File: config.mk
export PLATFORM = sky130hd
export DESIGN_NAME = reset_seq_ctrl
export DESIGN_NICKNAME = d
export VERILOG_FILES = /design/src/rtl/reset_pkg.sv /design/src/rtl/rst_req_arb.sv /design/src/rtl/reset_seq_ctrl.sv
export SDC_FILE = /design/constraint.sdc
export NUM_CORES = 1
export LEC_CHECK = 0
export ABC_AREA = 1
export CORE_ASPECT_RATIO = 1.5
export CORE_MARGIN = 1.5
export CORE_UTILIZATION = 60
export DETAILED_ROUTE_END_ITERATION = 8
export GPL_TIMING_DRIVEN = 0
export PLACE_DENSITY = 0.9
export SYNTH_ARGS = -nofsm -noshare
export SYNTH_HDL_FRONTEND = slang
export SYNTH_HIERARCHICAL = 1
export SYNTH_SLANG_ARGS = --single-unit
File: constraint.sdc
create_clock -name CLK -period 4.87 [get_ports CLK]
set_input_delay 0.487 -clock CLK [delete_from_list [all_inputs] [get_ports CLK]]
set_output_delay 0.487 -clock CLK [all_outputs]
set_load 0.02 [all_outputs]
File: src/rtl/reset_pkg.sv
// Shared definitions for the DCFEB reset sequencer: state encoding, request indices, helpers.
package reset_pkg;

  typedef enum logic [2:0] {
    ST_IDLE   = 3'd0,
    ST_MRST   = 3'd1,
    ST_LOCKW  = 3'd2,
    ST_SHOLD  = 3'd3,
    ST_ARST   = 3'd4,
    ST_AWAIT  = 3'd5,
    ST_FAILED = 3'd6
  } seq_state_e;

  localparam int unsigned REQ_JTAG = 0;
  localparam int unsigned REQ_CSP  = 1;
  localparam int unsigned REQ_QPLL = 2;
  localparam int unsigned REQ_MMCM = 3;
  localparam int unsigned NUM_REQ  = 4;
  localparam int unsigned CNT_W    = 20;

  // Isolates the lowest set bit, which is the highest-priority source.
  function automatic logic [NUM_REQ-1:0] lowest_one(input logic [NUM_REQ-1:0] v);
    return v & (~v + {{(NUM_REQ-1){1'b0}}, 1'b1});
  endfunction

endpackage

File: src/rtl/rst_req_arb.sv
// Request capture: rising-edge detect into sticky pending bits, fixed-priority one-hot select.
// A grant clears its bit, but an edge on the same cycle re-arms it so it is served again.
module rst_req_arb
  import reset_pkg::*;
(
  input  logic               clk_i,
  input  logic               rst_ni,
  input  logic [NUM_REQ-1:0] req_i,
  input  logic               take_i,
  output logic               any_pend_o,
  output logic [NUM_REQ-1:0] sel_o
);

  logic [NUM_REQ-1:0] req_q;
  logic [NUM_REQ-1:0] pend_q, pend_d;
  logic [NUM_REQ-1:0] rise;

  assign rise       = req_i & ~req_q;
  assign sel_o      = lowest_one(pend_q);
  assign any_pend_o = |pend_q;

  always_comb begin
    pend_d = pend_q;
    if (take_i) pend_d = pend_d & ~sel_o;
    pend_d = pend_d | rise;
  end

  always_ff @(posedge clk_i or negedge rst_ni) begin
    if (!rst_ni) begin
      req_q  <= '0;
      pend_q <= '0;
    end else begin
      req_q  <= req_i;
      pend_q <= pend_d;
    end
  end

endmodule

File: src/rtl/reset_seq_ctrl.sv
// Reset sequencer: MMCM pulse, lock wait, system-reset hold, ADC-init reset and ready wait,
// each wait bounded by a timeout with retry; outputs are Moore and registered.
module reset_seq_ctrl
  import reset_pkg::*;
#(
  parameter int unsigned MMCM_RST_CYC = 8,
  parameter int unsigned LOCK_TMO     = 4000,
  parameter int unsigned SYS_HOLD     = 32,
  parameter int unsigned ADC_TMO      = 400000,
  parameter int unsigned MAX_RETRY    = 3
) (
  input  logic         CLK,
  input  logic         EOS,
  input  logic [3:0]   REQ,
  input  logic         MMCM_LOCK,
  input  logic         ADC_RDY,
  output logic         MMCM_RST,
  output logic         SYS_RST,
  output logic         ADC_INIT_RST,
  output logic         BUSY,
  output logic [3:0]   GNT,
  output logic [1:0]   RETRY_CNT,
  output logic         FAIL,
  output logic [2:0]   SEQ_STATE
);

  localparam logic [CNT_W-1:0] MRST_LAST = CNT_W'(MMCM_RST_CYC - 1);
  localparam logic [CNT_W-1:0] LOCK_LAST = CNT_W'(LOCK_TMO - 1);
  localparam logic [CNT_W-1:0] HOLD_LAST = CNT_W'(SYS_HOLD - 1);
  localparam logic [CNT_W-1:0] ADC_LAST  = CNT_W'(ADC_TMO - 1);
  localparam logic [1:0]       RETRY_MAX = 2'(MAX_RETRY);

  seq_state_e       state_q, state_d;
  logic [CNT_W-1:0] cnt_q, cnt_d;
  logic [3:0]       gnt_q, gnt_d;
  logic [1:0]       retry_q, retry_d, retry_inc;
  logic             mmcm_rst_q, sys_rst_q, adc_rst_q, busy_q, fail_q;
  logic             take, any_pend;
  logic [3:0]       sel;

  rst_req_arb u_arb (
    .clk_i      (CLK),
    .rst_ni     (EOS),
    .req_i      (REQ),
    .take_i     (take),
    .any_pend_o (any_pend),
    .sel_o      (sel)
  );

  assign retry_inc = (retry_q == RETRY_MAX) ? retry_q : retry_q + 2'd1;

  always_comb begin
    state_d = state_q;
    gnt_d   = gnt_q;
    retry_d = retry_q;
    take    = 1'b0;
    case (state_q)
      ST_IDLE, ST_FAILED: begin
        if (any_pend) begin
          take    = 1'b1;
          gnt_d   = sel;
          retry_d = '0;
          state_d = ST_MRST;
        end
      end
      ST_MRST:  if (cnt_q == MRST_LAST) state_d = ST_LOCKW;
      ST_LOCKW: begin
        // Lock is checked first so it wins over a timeout in the same cycle.
        if (MMCM_LOCK) state_d = ST_SHOLD;
        else if (cnt_q == LOCK_LAST) begin
          retry_d = retry_inc;
          state_d = (retry_inc == RETRY_MAX) ? ST_FAILED : ST_MRST;
        end
      end
      ST_SHOLD: begin
        if (!MMCM_LOCK) state_d = ST_MRST;
        else if (cnt_q == HOLD_LAST) state_d = ST_ARST;
      end
      ST_ARST:  state_d = MMCM_LOCK ? ST_AWAIT : ST_MRST;
      ST_AWAIT: begin
        if (!MMCM_LOCK) state_d = ST_MRST;
        else if (ADC_RDY) begin
          state_d = ST_IDLE;
          gnt_d   = '0;
        end else if (cnt_q == ADC_LAST) begin
          retry_d = retry_inc;
          state_d = (retry_inc == RETRY_MAX) ? ST_FAILED : ST_ARST;
        end
      end
      default: state_d = ST_IDLE;
    endcase
  end

  assign cnt_d = (state_d != state_q || state_q == ST_IDLE || state_q == ST_FAILED)
               ? '0 : cnt_q + 1'b1;

  always_ff @(posedge CLK or negedge EOS) begin
    if (!EOS) begin
      state_q    <= ST_MRST;
      cnt_q      <= '0;
      gnt_q      <= '0;
      retry_q    <= '0;
      mmcm_rst_q <= 1'b1;
      sys_rst_q  <= 1'b1;
      adc_rst_q  <= 1'b1;
      busy_q     <= 1'b1;
      fail_q     <= 1'b0;
    end else begin
      state_q    <= state_d;
      cnt_q      <= cnt_d;
      gnt_q      <= gnt_d;
      retry_q    <= retry_d;
      mmcm_rst_q <= (state_d == ST_MRST);
      sys_rst_q  <= (state_d inside {ST_MRST, ST_LOCKW, ST_SHOLD, ST_FAILED});
      adc_rst_q  <= !(state_d inside {ST_AWAIT, ST_IDLE});
      busy_q     <= (state_d != ST_IDLE);
      fail_q     <= (state_d == ST_FAILED);
    end
  end

  assign MMCM_RST     = mmcm_rst_q;
  assign SYS_RST      = sys_rst_q;
  assign ADC_INIT_RST = adc_rst_q;
  assign BUSY         = busy_q;
  assign GNT          = gnt_q;
  assign RETRY_CNT    = retry_q;
  assign FAIL         = fail_q;
  assign SEQ_STATE    = state_q;

endmodule

-- Yosys cells after proc, flatten, opt, wreduce, memory -nomap -nowiden
Index checks and enable logic that the tools add are counted.
- $add $sub $neg: 3
- equality and inequality tests: 25
- muxes and demuxes: 29
- bitwise operators: 7
- reduce and logical (&&, ||, !) cells: 14
- operator list (kind ; number):
    2-to-1 mux 3 bit ; 11
    adder 20 x 1 -> 20 bit (second input constant) ; 1
    == test 20 x 12 -> 1 bit (second input constant) ; 1
    == test 20 x 19 -> 1 bit (second input constant) ; 1
    == test 20 x 3 -> 1 bit (second input constant) ; 1
    == test 20 x 5 -> 1 bit (second input constant) ; 1
    2-to-1 mux 20 bit ; 1
    one-hot mux 3 bit (6 select lines) ; 1
    2-to-1 mux 2 bit ; 8
    2-to-1 mux 4 bit ; 4
    == test 3 bit (second input constant) ; 5
    != test 2 bit (second input constant) ; 7
    bitwise AND 4 bit ; 3
    == test 3 x 2 -> 1 bit (second input constant) ; 4
    inverter 4 bit ; 3
    one-hot mux 4 bit (2 select lines) ; 1
    AND reduction 7 bit ; 1
    == test 3 x 1 -> 1 bit (second input constant) ; 2
    logical NOT 3 bit ; 2
    one-hot mux 2 bit (3 select lines) ; 1
    nonzero test 3 bit ; 2
    adder 4 x 1 -> 4 bit (second input constant) ; 1
    == test 2 bit (second input constant) ; 2
    bitwise OR 4 bit ; 1
    10 further kinds ; 13
- flip-flop bits (word level): 42
- bits of input ports: 8
- output and inout bits: 14
- logic and storage cells: 89

-- Depth between registers and ports, before layout
Gate-level depths: netlist of the first run.
- depth in word-level cells: 12
- depth in mapped cells: 15
- gate-level depth less buffers: 14

-- Hierarchy
The synthesis of the first run kept the hierarchy.
- modules (own cells, without submodules) (module ; times used ; cells an instance ; area an instance (um2) ; sequential area each (um2)):
    reset_seq_ctrl ; 1 ; 261 ; 2035.7 ; 857.1
    rst_req_arb ; 1 ; 34 ; 316.6 ; 200.2

-- Worst setup path after synthesis of the first run
No wires, ideal clock.
- path kind: register to register
- start point: reg state_q[0], in the netlist SEQ_STATE[0]
- end point: reg cnt_q[5]
- library setup time: 0.122 ns
- arrival: 1.750 ns
- data required time: 4.748 ns
- setup slack: 2.997 ns
- cell stages (with the launch flop): 15
- path buffers: 1
- clock period less this slack: 1.873 ns
- cells stage by stage: dfstp_2 -> inv_2 -> nand3_1 -> nand2_2 -> nand2_4 -> inv_4 -> nor2_1 -> nand2_1 -> inv_2 -> nand2_2 -> nor3_1 -> nor2_2 -> nand2_2 -> buf_6 -> nor2_2
- longest elaborated chain between the ends: 8
- elaborated cells between the ends (all ways): 22
- those cells by class: 7 x eq/ne; 11 x mux; 4 x reduce/logical
- ends and longest elaborated chain (element ; line ; RTL):
    start, declared ; reset_seq_ctrl.sv:33 ; seq_state_e state_q, state_d;
    start signal, assigned ; reset_seq_ctrl.sv:109 ; state_q <= state_d;
    2-to-1 mux 3 bit ; reset_seq_ctrl.sv:85 ; end else if (cnt_q == ADC_LAST) begin
    2-to-1 mux 3 bit ; reset_seq_ctrl.sv:82 ; else if (ADC_RDY) begin
    2-to-1 mux 3 bit ; reset_seq_ctrl.sv:81 ; if (!MMCM_LOCK) state_d = ST_MRST;
    one-hot mux 3 bit (6 select lines) ; reset_seq_ctrl.sv:57 ; case (state_q)
    != test 3 bit ; reset_seq_ctrl.sv:94 ; assign cnt_d = (state_d != state_q || state_q == ST_IDLE || state_q == ST_FAILED)
    logical OR 1 bit ; reset_seq_ctrl.sv:94 ;
    logical OR 1 bit * ; reset_seq_ctrl.sv:94 ;
    2-to-1 mux 20 bit * ; reset_seq_ctrl.sv:95 ; ? '0 : cnt_q + 1'b1;
    net cnt_d[5] ; reset_seq_ctrl.sv:34 ; logic [CNT_W-1:0] cnt_q, cnt_d;
    end signal, assigned ; reset_seq_ctrl.sv:110 ; cnt_q <= cnt_d;
    end, declared ; reset_seq_ctrl.sv:34 ;
The timed path passes the listed nets; every way through them passes the cells marked *.
A chain may end at the register's enable or synchronous reset.

-- Worst setup path in the final report of the first run
- start point: reg cnt_q[0]
- end point: reg cnt_q[4]
- longest elaborated chain between the ends: 9
- elaborated cells between the ends (all ways): 18
- those cells by class: 1 x add/sub; 5 x eq/ne; 10 x mux; 2 x reduce/logical
- ends and longest elaborated chain (element ; line):
    == test 20 x 19 -> 1 bit ; reset_seq_ctrl.sv:85
    2-to-1 mux 3 bit ; reset_seq_ctrl.sv:85
    2-to-1 mux 3 bit ; reset_seq_ctrl.sv:82
    2-to-1 mux 3 bit ; reset_seq_ctrl.sv:81
    one-hot mux 3 bit (6 select lines) ; reset_seq_ctrl.sv:57
    != test 3 bit ; reset_seq_ctrl.sv:94
    logical OR 1 bit (2 in a row) ; reset_seq_ctrl.sv:94
    2-to-1 mux 20 bit * ; reset_seq_ctrl.sv:95
    net cnt_d[4] ; reset_seq_ctrl.sv:34
Marked as above.

==> summary.md, run 1 <==
| Metric | Value |
|---|---|
| Post-Syn Instances | 295 |
| Post-cts sizing count | 0 |
| Antenna Nets Post-Route | 0 |
| Reg2reg end | cnt_q[4] |
| DR iter-0 viols | 69 |
| Crit-path leading delay family | simple AND/OR/NAND/NOR gates |
| Slew @ Worst Pin | 0.902 ns |
| Slew HR | 39.9% |
| Wire per inst | 12.2 µm |
| Drt pass-1 iters | 4 |
| Num rows | 27 |
| Worst reg-to-reg setup slack | 2.75 ns |
| Syn_area_per_cell | 7.97 µm² |
| Post-CTS Setup Bufs | 0 |
| Net Count, Synth | 304 |
| Worst hold path type | input port to async pin |
| Sw Share | 36.4% |
| Final hold vios | 0 |
| Maxcap violations | 0 |
| Crit path depth | 12 |
| Area leader, netlist | dfrtp_1 |
| Placer Congestion | 0.924 |
| Distinct cells, synth | 31 |
| Fmax | 473 MHz |
| Synth top area share | 39.4% |
| Most numerous cell in the Yosys netlist | nand2_1 |
| Footprint of the multi-input gates | 1100 µm² |
| Commonest register cell after synthesis | dfrtp_1 |
| Setup TNS | 0 ns |
| Sequential Power Share | 39.8% |
| Starting Density | 63.3% |
| Clk sinks | 42 |
| GRT Util Overall | 24.6% |
| Worst r2r path cells | 12 |
| Clk slew on worst S/H paths | 0.08 ns |
| Most common library cells after synthesis | nand2_1, dfrtp_1, inv_1, nor2_1, nor2_2 |
| Clock skew | 0.00911 ns |
| DRC Markers | 0 |
| Leakage power total | 1.29 nW |
| Vias in the first global route | 1,905 |
| Die H | 79.7 µm |
| Ports | 22 |
| Pin count of the biggest net entering global routing | 43 |
| Ant diodes | 0 |
| First-pass GRT wire length | 7780 µm |
| Core Region | 3720 µm² |
| Die Wd | 54.1 µm |
| Sequential area share after synthesis | 44.9% |
| CP most frequent cell | nor2_2 |
| Reg2reg start | cnt_q[0] |
| Number of synthesized flops with an enable pin | 0 |
| Count of state elements after synthesis | 42 |
| Setup crit end kind | flop |
| Async S/R FF share, synth | 100% |
| Part of the cycle the worst path needs | 43.5% |
| Endpoints failing setup | 0 |
| Routed Wire Length | 4480 µm |
| Power per Cell Area | 418 nW/µm² |
| Die ar. | 4310 µm² |
| Hold_buf cts | 0 |
| Net Sw Power | 0.413 mW |
| Layout cells sized above 1 | 19.4% |
| Outcome | completed |
| Clock power share | 23.6% |
| Max FO, Critical Path | 10 |
| Placed cell areas | 2610 µm² |
| Area delta synth->final | 15.6% |
| Crit path cell chain | ha_1 -> nand3_2 -> nor2_2 -> nand2_1 -> nor2_1 -> nand4_1 -> nand3_1 -> nand3_1 -> nor2_2 -> nand2_2 -> buf_6 -> nor2_2 |
| Num CTS Buffers | 5 |
| Nets | 332 |
| Reg area | 1060 µm² |
| Pins over their slew limit | 0 |
| Startpoint Class | flop |
| Arrival time at the worst endpoint | 2.34 ns |
| Peak supply drop | 0.000351 V |
| Via Count | 1,974 |
| IO Port Bufs | 21 |
| Post-Syn Area | 2350 µm² |
| Peak per-stage delay on the critical path | 0.39 ns |
| Clock Tree Root | clkbuf_8 |
| CTS tree | yes |
| Final Critical Period | 2.12 ns |
| Clk Latency, worst-skew pair | 0.30 ns |
| Worst path required time | 5.10 ns |
| Slowest CP cell | dfrtp_1 |
| DP HPWL | 3380 µm |
| Synth area leaders | dfrtp_1, nand2_1, nor2_2 |
| Fill count | 284 |
| Clock Tree Buf Depth | 2 |
| Initial antenna violation count | 0 |
| Critical path buffer and inverter count | 1 |
| Power share of the combinational group | 36.6% |
| Finished Cell Area | 2720 µm² |
| Crit path kind | flop to flop |
| Via/cell ratio | 5.38 |
| GR Overflow Total | 0 |
| CTS H-tree lvls | 2 |
| Int Pwr | 0.724 mW |
| Yosys Warn Count | 6 |
| Unrepaired setup endpoints after global routing | false |
==> power by group through the flow <==
stage          clock network, mW  logic [mW]  registers (mW)
4_1_cts                    0.277       0.423           0.452
3_3_place_gp                   0       0.412           0.455
5_1_grt                    0.292       0.462           0.460
2_1_floorplan                  0       0.261           0.492
3_5_place_dp                   0       0.420           0.460
6_report                   0.268       0.417           0.452
==> worst reg2reg max path, cell delays in order, from the launching register on <==
cell and delay (ns):
dfrtp_1 0.39, ha_1 0.25, nand3_2 0.16, nor2_2 0.23, nand2_1 0.07, nor2_1 0.11, nand4_1 0.18, nand3_1 0.15
nand3_1 0.10, nor2_2 0.10, nand2_2 0.07, buf_6 0.16, nor2_2 0.09
==> flip-flops by register name, indices dropped and copies added, names as in the netlist <==
signal        flops
cnt_q            20
GNT               4
u_arb/pend_q      4
u_arb/req_q       4
SEQ_STATE         3
RETRY_CNT         2
ADC_INIT_RST      1
BUSY              1
FAIL              1
MMCM_RST          1
SYS_RST           1
==> routing by layer <==
layer	track usage [%]	vias up	routed length, µm
li1	-	985	-
met1	26.6	934	1790
met2	44.2	45	2450
met3	5.24	10	147
met4	9.75	0	91
met5	0	-	0
==> logic make-up (layout without fill, tap and decap cells) <==
kind of cell,Yosys count,in the layout,share of synthesized area (%)
flops,42,42,44.9
buf+inv,45,74,8.19
simple gates,172,172,35.9
xor+xnor,16,16,5.96
fa+ha+maj,1,1,0.532
compound gates,19,19,4.47
==> worst max-delay path by stage <==
stage / start / to / slack (ns)
2_1_floorplan: SEQ_STATE[0] / cnt_q[5] / 3.00
3_3_place_gp: EOS / GNT[2] / 2.32
3_5_place_dp: MMCM_LOCK / cnt_q[11] / 2.56
4_1_cts: cnt_q[0] / cnt_q[4] / 2.75
5_1_grt: cnt_q[0] / cnt_q[19] / 2.58
6_report: cnt_q[0] / cnt_q[4] / 2.75
==> placed cells by master, fill, tap and decap left out, types with 4 or more instances in the layout <==
master           netlist  layout
xnor2_1                7       7
nor2_1                32      32
dfstp_2                5       5
dfrtp_1               37      37
nand3_1               24      24
nor3_1                 6       6
inv_1                 35      35
clkbuf_8               0       5
inv_2                  4       4
nand4_1                7       7
nand2_2                4       4
o21ai_0                9       9
nor2_2                25      25
clkdlybuf4s50_1        0      20
nand2_1               62      62
xor2_1                 9       9
==> per-stage QoR <==
step / setup slack (ns) / instances / power (mW) / utilization, % / hold WS, ns
6_report: 2.75 / 367 / 1.14 / 73.2 / 0.319
2_1_floorplan: 3.00 / 295 / 0.753 / - / 0.191
3_3_place_gp: 2.32 / 359 / 0.868 / 70.4 / 0.398
3_5_place_dp: 2.56 / 359 / 0.880 / 70.3 / 0.411
4_1_cts: 2.75 / 367 / 1.15 / 73.2 / 0.346
5_1_grt: 2.58 / 367 / 1.21 / 73.2 / 0.390
==> area by class of cell <==
type                       instances  share of cell area, %
buffer                             5                   1.47
clock buffer                       5                   2.53
clock inverter                     3                   1.47
inverter                          40                   5.61
multi-input combinational        208                   40.5
sequential                        42                   38.9
tap                               43                   1.98
timing repair buffer              21                   7.54
(Power assumes the default switching activity.)
==> run 2, diff against run 1 <==
Settings changed: CORE_UTILIZATION 60 to 51, PLACE_DENSITY 0.9 to 0.82.
Clock period 4.87 ns to 1.7 ns, I/O delays scaled along.
==> run 2 against run 1 <==
  * The flow now finishes with violations (setup timing)
  * Total power increased to 3.4 times the previous value
  * Flip-flop and latch count unchanged
  * Combinational power grew to 4.4 times the previous value
  * Critical endpoint is now cnt_q[6]
  * Fmax rose by 3.9%
  * Register-to-register slack got worse by 3.1 ns
  * Highest routed layer unchanged
==> summary.md, run 2 (synthesized netlist as in run 1, its figures left out) <==
| Metric | Value |
|---|---|
| Outcome | finished with violations |
| Failing checks | setup timing |
| Fill count | 303 |
| Slew HR | 77.7% |
| Num rows | 30 |
| Clk Latency, worst-skew pair | 0.29 ns |
| Reg area | 1070 µm² |
| CTS H-tree lvls | 2 |
| Routed Wire Length | 5860 µm |
| Clock skew | 0.00424 ns |
| Die ar. | 5040 µm² |
| Crit path cell chain | nand3_2 -> nor2_4 -> nand2_1 -> nand3b_1 -> nand3_4 -> nand2_1 -> nand2_1 -> nand2_4 -> clkbuf_16 -> nor2_2 |
| Final setup margin | -0.336 ns |
| Clock Tree Buf Depth | 2 |
| Worst hold path type | input port to async pin |
| Dpl cells | 365 |
| Reg2reg start | SEQ_STATE[0] |
| Placer Congestion | 0.925 |
| Setup crit end kind | flop |
| Endpoints failing setup | 26 |
| Via/cell ratio | 5.45 |
| Nets | 358 |
| Pre-CTS setup slack | -0.331 ns |
| Antenna Nets Post-Route | 0 |
| Ports | 22 |
| Layout cells sized above 1 | 38.9% |
| Crit. Startpoint | SEQ_STATE[0] |
| Worst r2r path cells | 10 |
| Crit-path leading delay family | simple AND/OR/NAND/NOR gates |
| Startpoint Class | flop |
| Power per Cell Area | 1170 nW/µm² |
| Slowest CP cell | dfstp_2 |
| Int Pwr | 2.35 mW |
| Ant diodes | 0 |
| Sw Share | 38.2% |
| Peak supply drop | 0.000634 V |
| First-pass GRT wire length | 8290 µm |
| Reg2reg end | cnt_q[6] |
| Vias in the first global route | 1,999 |
| DRC Markers | 0 |
| Most common cell after layout, fill and taps aside | nand2_1 |
| Peak per-stage delay on the critical path | 0.61 ns |
| Critical path buffer and inverter count | 1 |
| Final hold vios | 0 |
| CTS tree | yes |
| Power share of the combinational group | 47.9% |
| Worst reg-to-reg setup slack | -0.34 ns |
| Part of the cycle the worst path needs | 120% |
| Max FO, Critical Path | 5 |
| Final Critical Period | 2.04 ns |
| Core Region | 4470 µm² |
| Crit path kind | flop to flop |
| Clk sinks | 42 |
| Pin count of the biggest net entering global routing | 42 |
| Pins over their slew limit | 0 |
| Top reg by flops | cnt_q |
| Initial antenna violation count | 0 |
| Sequential Power Share | 34.7% |
| Via Count | 2,168 |
| Area delta synth->final | 38.1% |
| Clock Tree Root | clkbuf_8 |
| CP most frequent cell | nand2_1 |
| Layout Cells excl Fill | 398 |
| Largest register FFs | 20 |
| Die H | 86.2 µm |
| Met3 wire len | 163 µm |
| IO Port Bufs | 21 |
| GR Overflow Total | 0 |
| Drt pass-1 iters | 4 |
| Highest Signal Layer | met4 |
| Clock power share | 17.4% |
| Net Sw Power | 1.46 mW |
| Starting Density | 52.7% |
| Fmax | 491 MHz |
| Routed wl met2 | 3320 µm |
| Arrival time at the worst endpoint | 2.27 ns |
| DP HPWL | 3380 µm |
| Unrepaired setup endpoints after global routing | true |
| Wire per inst | 14.7 µm |
| DR iter-0 viols | 141 |
| Crit path depth | 10 |
| Footprint of the multi-input gates | 1370 µm² |
| Final core occ | 72.7% |
| Metal-1 WL | 2170 µm |
| Num CTS Buffers | 5 |
| Leakage power total | 1.49 nW |
| Slew @ Worst Pin | 0.333 ns |
| GRT Util Overall | 21.2% |
| Clk slew on worst S/H paths | 0.08 ns |
| Die Wd | 58.5 µm |
| Most frequent cells in the layout | nand2_1, inv_1, dfrtp_1 |
| Worst path required time | 1.93 ns |
| Maxcap violations | 0 |
-- run 2: cell types whose count changed in the layout (fill, tap and decap cells not counted), sizes merged --
| cell | delta |
|---|---|
| buf | +25 |
| bufinv | -1 |
| clkbuf | +2 |
| dlygate4sd2 | +1 |
| clkinv | -1 |
| clkdlybuf4s50 | -1 |
| dlygate4sd3 | +1 |
-- run 2: layout make-up --
type	instances	area share, %
Clock buffer	7	2.66
Multi-Input combinational cell	208	42.2
Inverter	40	4.93
Clock inverter	1	0.154
Sequential cell	42	32.8
Buffer	4	1.62
Tap cell	48	1.85
Timing Repair Buffer	48	13.7
-- run 2: repair_timing --
action / CTS / global route
hold buffers: 1 / 0
gates resized for setup: 28 / 54
hold endpoints to repair: 37 / 0
pin swaps: 5 / 5
setup endpoints to repair: 28 / 29
cloned: 0 / 1
buffers inserted: 10 / 14
-- run 2: worst max-delay path by stage --
| stage | to | slack (ns) |
|---|---|---|
| after floorplan | cnt_q[5] | -0.12 |
| after global placement | FAIL | -0.59 |
| after detailed placement | cnt_q[12] | -0.33 |
| after CTS | cnt_q[0] | -0.20 |
| after global routing | cnt_q[2] | -0.44 |
| final | cnt_q[6] | -0.34 |
-- run 2: worst reg2reg max path: stages (launching register included) --
cell and delay, ns:
dfstp_2 0.61, nand3_2 0.15, nor2_4 0.14, nand2_1 0.10
nand3b_1 0.26, nand3_4 0.15, nand2_1 0.07, nand2_1 0.12
nand2_4 0.10, clkbuf_16 0.18, nor2_2 0.08
-- run 2: power groups by stage --
stage	sequential [mW]	clock, mW	combinational [mW]
finish	1.32	0.661	1.83
global route	1.34	0.706	1.96
CTS	1.31	0.664	1.43
detailed placement	1.32	0	1.22
global placement	1.31	0	1.19
floorplan	1.41	0	0.754
-- run 2: stage by stage --
step | setup TNS, ns | power (mW) | hold slack [ns] | area, µm²
after floorplan | -2.46 | 2.16 | -0.126 | 2370
after global placement | -29.29 | 2.50 | 0.396 | 2640
after detailed placement | -7.05 | 2.53 | -0.0256 | 2650
after CTS | -3.88 | 3.41 | 0.195 | 2930
after global routing | -10.64 | 4.01 | 0.213 | 3250
final | -7.38 | 3.81 | 0.190 | 3250
-- run 2: metal layers --
layer / up-vias / global-route usage (%)
met2: 60 / 38.6
met1: 1045 / 22.9
met3: 29 / 3.43
li1: 1034 / -
met5: - / 0
met4: 0 / 10.8
==> run 3, diff against run 2 <==
Settings changed: CELL_PAD_IN_SITES_DETAIL_PLACEMENT from default to 0, CELL_PAD_IN_SITES_GLOBAL_PLACEMENT from default to 1, CORE_ASPECT_RATIO 1.5 to 0.9, CORE_UTILIZATION 51 to 38, SLEW_MARGIN from default to 5.
==> run 3 against run 2 <==
  * The flow still finishes with violations (setup timing)
  * Sequential share of layout area is 0.71 points lower
  * Sequential power about the same
  * Global-route usage shrank 3.9 points
  * Cell count grew 5.8%
  * Total power grew 4.3%
  * Critical path depth up 3
  * Die area up 32%
  * Wire length is 5.4% lower
  * Via count is 6.3% lower
  * Critical path type unchanged
  * Critical endpoint is now cnt_q[2]
  * Largest cell class unchanged
  * Highest routed layer unchanged
==> summary.md, run 3 (synthesized netlist as in run 1, its figures left out) <==
| Metric | Value |
|---|---|
| Int Pwr | 2.43 mW |
| Pre-CTS setup slack | -0.365 ns |
| Reg2reg start | cnt_q[13] |
| Final core occ | 56.8% |
| Arrival time at the worst endpoint | 2.21 ns |
| Via/cell ratio | 4.83 |
| Num rows | 26 |
| Layout cells sized above 1 | 35.9% |
| Leakage power total | 1.49 nW |
| Setup TNS | -6.69 ns |
| Crit path cell chain | nor2_2 -> nand2_1 -> nor2_2 -> nand4_1 -> nand2_1 -> nand2_1 -> nand2_4 -> nand2_2 -> nand3_1 -> nor2_2 -> nand2_4 -> clkbuf_16 -> nor2_4 |
| Drt pass-1 iters | 4 |
| Peak per-stage delay on the critical path | 0.45 ns |
| Part of the cycle the worst path needs | 119% |
| Most common cell after layout, fill and taps aside | nand2_1 |
| Unrepaired setup endpoints after global routing | true |
| Clock power share | 17.5% |
| IO Port Bufs | 21 |
| Placed cell areas | 2680 µm² |
| Antenna Nets Post-Route | 0 |
| Crit path kind | flop to flop |
| Layout Cells excl Fill | 421 |
| Final Critical Period | 2.02 ns |
| Placer Congestion | 0.820 |
| Outcome | finished with violations |
| Pin count of the biggest net entering global routing | 29 |
| Crit path depth | 13 |
| Crit-path leading delay family | simple AND/OR/NAND/NOR gates |
| Maxcap violations | 0 |
| DRC Markers | 0 |
| Critical path buffer and inverter count | 1 |
| Max FO, Critical Path | 5 |
| Reg2reg end | cnt_q[2] |
| Peak supply drop | 0.000529 V |
| Top reg by flops | cnt_q |
| Clk slew on worst S/H paths | 0.09 ns |
| CTS H-tree lvls | 2 |
| Area delta synth->final | 40.7% |
| Worst r2r path cells | 13 |
| First-pass GRT wire length | 9100 µm |
| Pins over their slew limit | 0 |
| Largest register FFs | 20 |
| DR iter-0 viols | 104 |
| Failing checks | setup timing |
| Starting Density | 40.4% |
| Power per Cell Area | 1200 nW/µm² |
| Net Sw Power | 1.54 mW |
| Worst hold path type | input port to async pin |
| GR Overflow Total | 0 |
| Routed Wire Length | 5540 µm |
| GRT Util Overall | 17.3% |
| Setup crit end kind | flop |
| Vias in the first global route | 1,919 |
| Most frequent cells in the layout | nand2_1, dfrtp_1, inv_1 |
| Ant diodes | 0 |
| Sequential Power Share | 33.0% |
| Clock Tree Buf Depth | 2 |
| Startpoint Class | flop |
| Slew @ Worst Pin | 0.374 ns |
| Fmax | 495 MHz |
| Worst reg-to-reg setup slack | -0.32 ns |
| Endpoints failing setup | 27 |
| Slew HR | 75.1% |
| Clk sinks | 42 |
| Power share of the combinational group | 49.5% |
| Initial antenna violation count | 0 |
| Via Count | 2,032 |
| CTS tree | yes |
| Clock Tree Root | clkbuf_8 |
| Nets | 359 |
| Sw Share | 38.7% |
| Clock skew | 0.00765 ns |
| Die H | 77.6 µm |
| Ports | 22 |
| Core Region | 5820 µm² |
| Num CTS Buffers | 5 |
| DP HPWL | 3640 µm |
| Slowest CP cell | dfrtp_1 |
| Die Wd | 85.9 µm |
| Worst path required time | 1.90 ns |
| Clk Latency, worst-skew pair | 0.30 ns |
| Die ar. | 6670 µm² |
| Wire per inst | 13.2 µm |
| Finished Cell Area | 3310 µm² |
| Dpl cells | 387 |
| Final setup margin | -0.320 ns |
| Final hold vios | 0 |
run 3: cell types whose count changed in the layout (fill, tap and decap cells not counted), moves of 2 or more:
cell / delta
dfrtp_1: +3
nand3_1: +3
nor2_2: -4
nor2_4: +3
inv_2: -2
nand2_1: +4
o21ai_1: -2
dfrtp_2: -3
nand2_2: -4
nand3_2: -3
run 3: layout make-up:
| class | count | area, µm² |
|---|---|---|
| fillers | 522 | 2510 |
| clock inverters | 2 | 12.5 |
| inverters | 40 | 160 |
| flip-flops and latches | 42 | 1060 |
| well taps | 70 | 87.6 |
| clock buffers | 6 | 82.6 |
| plain buffers | 3 | 47.5 |
| repair buffers | 50 | 498 |
| multi-input cells | 208 | 1360 |
run 3: through the flow:
step	total power [mW]	hold slack (ns)
finish	3.97	0.306
CTS	3.67	0.320
global placement	2.53	0.397
detailed placement	2.56	0.112
global route	4.21	0.331
floorplan	2.16	-0.126
run 3: power groups by stage:
stage               sequential, mW  clock, mW  combinational [mW]
global placement              1.31          0                1.21
CTS                           1.31      0.718                1.64
floorplan                     1.41          0               0.754
global route                  1.34      0.763                2.11
finish                        1.31      0.696                1.97
detailed placement            1.32          0                1.24
run 3: worst max path at each step:
| stage | start | to |
|---|---|---|
| detailed placement | cnt_q[0] | cnt_q[17] |
| floorplan | SEQ_STATE[0] | cnt_q[5] |
| CTS | SEQ_STATE[0] | cnt_q[19] |
| global placement | EOS | FAIL |
| global route | cnt_q[11] | cnt_q[6] |
| finish | cnt_q[13] | cnt_q[2] |
run 3: layer usage:
metal	vias to the layer above	global-route usage (%)	share of wire [%]
li1	1049	-	-
met3	2	3.62	2.8
met1	958	25.1	50
met2	23	26.0	46
met4	0	5.32	0.61
met5	-	0	0
run 3: timing repair:
| action | in CTS | in global routing |
|---|---|---|
| gates cloned | 1 | 1 |
| gates resized for setup | 33 | 41 |
| endpoints found under the setup margin | 29 | 28 |
| pin swaps | 4 | 7 |
| buffers inserted | 15 | 10 |
| hold buffers | 1 | 0 |
| endpoints found under the hold margin | 11 | 0 |
